[config.mk]
export PLATFORM = sky130hd
export DESIGN_NAME = concat_zero_strip
export DESIGN_NICKNAME = d
export VERILOG_FILES = /design/src/rtl/concat_zero_strip.sv
export SDC_FILE = /design/constraint.sdc
export NUM_CORES = 2
export LEC_CHECK = 0
export ABC_AREA = 1
export BUFFER_PORTS_ARGS = -buffer_cell sky130_fd_sc_hd__buf_2
export CAP_MARGIN = 20
export CELL_PAD_IN_SITES_DETAIL_PLACEMENT = 0
export CELL_PAD_IN_SITES_GLOBAL_PLACEMENT = 2
export CORE_UTILIZATION = 33
export CTS_BUF_LIST = sky130_fd_sc_hd__clkbuf_8
export CTS_CLUSTER_SIZE = 12
export DETAILED_ROUTE_END_ITERATION = 8
export GPL_ROUTABILITY_DRIVEN = 1
export HOLD_SLACK_MARGIN = 0.12
export PLACE_DENSITY_LB_ADDON = 0.1
export SLEW_MARGIN = 20
export SYNTH_ARGS = -nofsm -noshare
export SYNTH_HDL_FRONTEND = slang
export SYNTH_SLANG_ARGS = --single-unit
export TNS_END_PERCENT = 50
[constraint.sdc]
create_clock -name clk -period 37.3 [get_ports clk]
set_input_delay 3.73 -clock clk [delete_from_list [all_inputs] [get_ports clk]]
set_output_delay 3.73 -clock clk [all_outputs]
set_load 0.03 [all_outputs]
[src/rtl/concat_zero_strip.sv]
`default_nettype none
// =============================================================================
// Module   : concat_zero_strip
// Brief    : Subtracts a per-frame zero point from every 32-bit lane through a
//            two-stage valid/ready pipeline, framed by an IDLE/RUN/DRAIN FSM.
//            Define CONCAT_ZERO_STRIP_SAT_EN for signed saturation (else wrap).
// Revision : 1.0 - initial release
// =============================================================================
module concat_zero_strip #(
  parameter int PICTURE_NUM       = 1,
  parameter int RE_CHANNEL_IN_NUM = 16,
  localparam int LANES            = PICTURE_NUM * RE_CHANNEL_IN_NUM
) (
  input  logic                  clk,
  input  logic                  rst,
  input  logic                  start,
  input  logic [15:0]           frame_beats,
  input  logic [31:0]           zero_data_in,
  input  logic                  s_valid,
  output logic                  s_ready,
  input  logic [LANES*32-1:0]   s_data,
  output logic                  m_valid,
  input  logic                  m_ready,
  output logic [LANES*32-1:0]   m_data,
  output logic                  m_last,
  output logic                  busy,
  output logic                  done
);

  localparam logic [31:0] c_sat_max = 32'h7FFF_FFFF;
  localparam logic [31:0] c_sat_min = 32'h8000_0000;

  typedef enum logic [1:0] {
    IDLE  = 2'd0,
    RUN   = 2'd1,
    DRAIN = 2'd2
  } state_t;

  state_t               r_state;
  state_t               w_state_next;
  logic                 r_done;
  logic                 w_done_next;
  logic [15:0]          r_cnt;
  logic [15:0]          r_beats;
  logic [31:0]          r_zero;

  logic                 r_s1_valid;
  logic                 r_s1_last;
  logic [LANES*33-1:0]  r_s1_diff;
  logic [LANES*33-1:0]  w_diff;
  logic [LANES*32-1:0]  w_red;

  logic                 r_m_valid;
  logic                 r_m_last;
  logic [LANES*32-1:0]  r_m_data;

  logic                 w_advance;
  logic                 w_in_hs;
  logic                 w_in_last;
  logic                 w_out_last_hs;
  logic                 w_frame_start;

  // Whole pipeline moves together; it only freezes when the output is blocked.
  assign w_advance     = !r_m_valid || m_ready;
  assign s_ready       = (r_state == RUN) && w_advance && (r_cnt < r_beats);
  assign w_in_hs       = s_valid && s_ready;
  assign w_in_last     = (r_cnt == (r_beats - 16'd1));
  assign w_out_last_hs = r_m_valid && m_ready && r_m_last;
  assign w_frame_start = (r_state == IDLE) && start && (frame_beats != 16'd0);

  for (genvar k = 0; k < LANES; k++) begin : g_lane
    assign w_diff[k*33 +: 33] = {s_data[k*32+31], s_data[k*32 +: 32]}
                              - {r_zero[31], r_zero};
`ifdef CONCAT_ZERO_STRIP_SAT_EN
    logic [32:0] w_s1;
    assign w_s1 = r_s1_diff[k*33 +: 33];
    // Top two bits disagreeing means the value does not fit in 32 signed bits.
    assign w_red[k*32 +: 32] = (w_s1[32:31] == 2'b01) ? c_sat_max :
                               (w_s1[32:31] == 2'b10) ? c_sat_min :
                                                        w_s1[31:0];
`else
    logic w_unused_msb;
    assign w_unused_msb      = r_s1_diff[k*33+32];
    assign w_red[k*32 +: 32] = r_s1_diff[k*33 +: 32];
`endif
  end

  always_ff @(posedge clk or posedge rst) begin
    if (rst) begin
      r_state <= IDLE;
      r_done  <= 1'b0;
    end else begin
      r_state <= w_state_next;
      r_done  <= w_done_next;
    end
  end

  always_comb begin
    w_state_next = r_state;
    w_done_next  = 1'b0;
    case (r_state)
      IDLE: begin
        if (start) begin
          if (frame_beats != 16'd0) begin
            w_state_next = RUN;
          end else begin
            w_done_next = 1'b1;
          end
        end
      end
      RUN: begin
        if (w_in_hs && ((r_cnt + 16'd1) == r_beats)) begin
          w_state_next = DRAIN;
        end
      end
      DRAIN: begin
        if (w_out_last_hs) begin
          w_state_next = IDLE;
          w_done_next  = 1'b1;
        end
      end
      default: w_state_next = IDLE;
    endcase
  end

  always_ff @(posedge clk or posedge rst) begin
    if (rst) begin
      r_cnt   <= 16'd0;
      r_beats <= 16'd0;
      r_zero  <= 32'd0;
    end else if (w_frame_start) begin
      r_cnt   <= 16'd0;
      r_beats <= frame_beats;
      r_zero  <= zero_data_in;
    end else if (w_in_hs) begin
      r_cnt   <= r_cnt + 16'd1;
    end
  end

  always_ff @(posedge clk or posedge rst) begin
    if (rst) begin
      r_s1_valid <= 1'b0;
      r_s1_last  <= 1'b0;
      r_s1_diff  <= '0;
      r_m_valid  <= 1'b0;
      r_m_last   <= 1'b0;
      r_m_data   <= '0;
    end else if (w_advance) begin
      r_s1_valid <= w_in_hs;
      r_s1_last  <= w_in_hs && w_in_last;
      r_s1_diff  <= w_diff;
      r_m_valid  <= r_s1_valid;
      r_m_last   <= r_s1_valid && r_s1_last;
      r_m_data   <= w_red;
    end
  end

  assign m_valid = r_m_valid;
  assign m_last  = r_m_last;
  assign m_data  = r_m_data;
  assign busy    = (r_state != IDLE);
  assign done    = r_done;

endmodule
`default_nettype wire

==> reports/results.tsv <==
stage	metric	value	unit
pwr	Leak Pwr	46.5	nW
logic_synthesis	XOR/XNOR share of the synthesized area	0.0111	
timing	Setup Skew	0.0594	ns
timing	Tcrit/Tclk final	0.260	
clock_tree	CTS resizes	0	
logic_synthesis	fraction of post-synthesis cell area in the top cell type by area	0.374	
grt	GRT Util Overall	0.317	
clock_tree	CTS tree	yes	
timing	RSZ-0062 raised after global routing	false	
die	std cell rows	172	
layout	layout cell share with drive strength beyond 1	0.130	
clock_tree	TritonCTS Buffers	209	
clock_tree	Worst-path clk slew	0.06	ns
logic_synthesis	Syn Area/Cell	6.79	um2
logic_synthesis	syn nets	11883	
die	DIE AREA	224000	um2
grt	number of global-route vias before repair	74465	
logic_synthesis	post-synthesis simple-gate area fraction	0.341	
logic_synthesis	Syn Inst Count	10788	
timing	Worst Slack Setup Final	27.62	ns
critical_path	Critical Path Sink Type	primary output	
logic_synthesis	multiplexer share of the synthesized area	0	
place	Routability Congestion	0.974	
run_status	outcome	finished, final reports clean	
detailed_routing	DR vias/cell	5.12	
min_path	Hold Path Class	flip-flop to flip-flop	
pwr	sw power	4.14	mW
pwr	PwrDens	90.4	nW/um2
die	initial cell density of the core	0.333	
critical_path	CP required	33.57	ns
job	Max Cap Violations	0	
pwr	Max VDD drop	0.0572	mV
logic_synthesis	Synth Area in Compound Gates	0.114	
pwr	Power Total	7.85	mW
critical_path	Crit Path Class	input pin to primary output	
grt	grt ovf	0	
detailed_routing	# DRC	0	
logic_synthesis	top-count cell post-synth	nand2_1	
logic_synthesis	largest family of logic cells by synthesized area	simple AND/OR/NAND/NOR gates	
timing	TNS Setup	0	ns
logic_synthesis	Post-Synth Adder-Cell Area	0.0922	
timing	Fmax	103	MHz
critical_path	WP data arrival	5.95	ns
place	HPWL after DPL	285000	um
timing	final setup vio count	0	
pwr	switching share of power	0.527	
logic_synthesis	EDFF count, synth	0	
logic_synthesis	Seq/Total Area, Yosys	0.374	
clock_tree	CTS Sinks	1095	
clock_tree	hold-fix buffer count after cts	0	
logic_synthesis	most frequent cells after synthesis	nand2_1 (4153), dfrtp_1 (1095), inv_1 (1045), nor2_1 (930), a21oi_1 (783)	
place	Setup WS pre-CTS	27.68	ns
clock_tree	Root Driver	clkbuf_8	
detailed_routing	WL/cell	24.1	um
detailed_routing	DRT Pass-1 Iters	6	
logic_synthesis	Syn. warnings	0	
pwr	clock group share of total power	0.172	
timing	Slew @ Worst Pin	1.15	ns
clock_tree	Clock Latency Late Sink	1.04	ns
clock_tree	clock buffer depth	3	
pwr	Int Pwr	3.71	mW
detailed_routing	wirelength, routed	364000	um
critical_path	crit-path max FO	156	
grt	largest net degree at the start of global routing	233	
logic_synthesis	top cells by area, synth	dfrtp_1 (37%), nand2_1 (21%), ha_1 (8.8%)	
grt	initial antenna violation count	113	
detailed_routing	initial drt markers	6559	
pwr	combinational share of power	0.541	
logic_synthesis	Synth Register Bits	1095	
logic_synthesis	dominant cell type by area after synthesis	dfrtp_1	
logic_synthesis	Async S/R FF share, synth	1.00	
die	core area	220000	um2
clock_tree	setup bufs post-CTS	0	
logic_synthesis	post-synth cell types	40	
place	IO buf count	1081	
die	io pins	1082	
layout	Final Util	0.394	
min_path	Worst Hold Depth	2	
die	die width	473	um
timing	min Tclk post-route	9.68	ns
layout	Total Nets Final	13004	
grt	global-route wire length before repair	516000	um
critical_path	CP startpoint kind	input pin	
logic_synthesis	Main synth FF type	dfrtp_1	
layout	Layout area overhead	18.5	%
pwr	Flop pwr share	0.287	
detailed_routing	vias after detailed routing	77248	
timing	normalized max-slew margin	0.233	
timing	Fin. Hold Viols	0	
logic_synthesis	mapped cell area	73300	um2
detailed_routing	Routed Antenna Nets	0	
clock_tree	H-tree levels	4	
die	Die Height	473	um
critical_path	Register-to-Register Path Depth	9	
timing	Max Slew Vio Count	0	
==> worst max-delay path, stage by stage <==
cell and delay, ns:
buf_2 0.09, inv_1 0.06, nand2_4 0.47, inv_8 0.41, nor2_1 0.23, nand4_1 0.11, nor2_1 0.20, nand2_1 0.08
inv_1 0.14, buf_2 0.23
==> cell usage in the layout, fill, tap and decap left out, types with 63 or more instances in the layout <==
cell / netlist / routed
buf_4: 3 / 66
a21oi_1: 783 / 783
o21ai_0: 655 / 655
nor2_1: 930 / 930
ha_1: 514 / 514
clkbuf_8: 0 / 273
nand4_1: 124 / 124
nor3_1: 99 / 99
nand2_1: 4153 / 4152
dfrtp_1: 1095 / 1092
a31oi_1: 64 / 64
inv_1: 1045 / 1066
xor2_1: 63 / 63
nand3_1: 726 / 725
buf_2: 97 / 1081
==> per-stage QoR <==
step           cell area, um2  cells  hold WS (ns)
4_1_cts                 86700  15042         0.426
6_report                86800  15087         0.435
5_1_grt                 86700  15065         0.482
3_3_place_gp            82000  14656         0.448
3_5_place_dp            82000  14656         0.454
2_1_floorplan           73300  10788         0.446
==> final timing paths <==
check / slack (ns) / endpoint / from
setup / recovery: 27.62 / s_ready / m_ready
hold / removal: 0.44 / m_data[74]$_DFFE_PP0N_ / r_s1_diff[76]$_DFFE_PP0N_
setup reg to reg: 31.80 / r_s1_diff[244]$_DFFE_PP0N_ / m_valid$_DFFE_PP0N_
hold reg to reg: 0.44 / m_data[74]$_DFFE_PP0N_ / r_s1_diff[76]$_DFFE_PP0N_
max in group asynchronous: 30.86 / r_zero[31]$_DFFE_PP0P_ / rst
min in group asynchronous: 2.81 / r_s1_diff[24]$_DFFE_PP0N_ / rst
==> area by class of cell <==
| class | count | area, um2 |
|---|---|---|
| antenna | 45 | 113 |
| clock buffer | 273 | 3760 |
| clock inverter | 113 | 961 |
| fill | 24059 | 133000 |
| inverter | 1046 | 3950 |
| multi-input combinational | 8405 | 40900 |
| sequential | 1095 | 27400 |
| tap | 2958 | 3700 |
| timing repair buffer | 1152 | 5990 |
==> logic make-up after synthesis <==
family | count (synthesis)
AND/OR/NAND/NOR | 6173
AO/OA/AOI/OAI | 1611
buffers and inverters | 1288
flip-flops | 1095
adder cells (fa/ha/maj) | 530
XOR/XNOR | 91
==> flip-flops by register name (all words and copies together), names as in the netlist <==
name	cells
done	1
m_valid	1
r_beats	16
m_last	1
r_cnt	16
r_s1_last	1
m_data	512
r_state	2
r_s1_diff	512
r_zero	32
r_s1_valid	1
==> layer usage <==
metal / track usage / wire length (um) / up-vias / share of wire
li1: - / - / 37406 / -
met1: 0.415 / 159000 / 36672 / 0.44
met2: 0.499 / 162000 / 2510 / 0.45
met3: 0.0644 / 23800 / 608 / 0.065
met4: 0.148 / 18000 / 52 / 0.049
met5: 0 / 311 / - / 0.00086
==> power groups by stage <==
stage	Sequential (mW)	Combinational, mW	Clock (mW)
detailed placement	2.26	4.23	0
CTS	2.25	4.25	1.39
finish	2.25	4.25	1.35
global placement	2.26	4.21	0
floorplan	2.64	2.18	0
global route	2.30	4.67	1.44
Note: power is estimated with default switching activity, not from simulation.
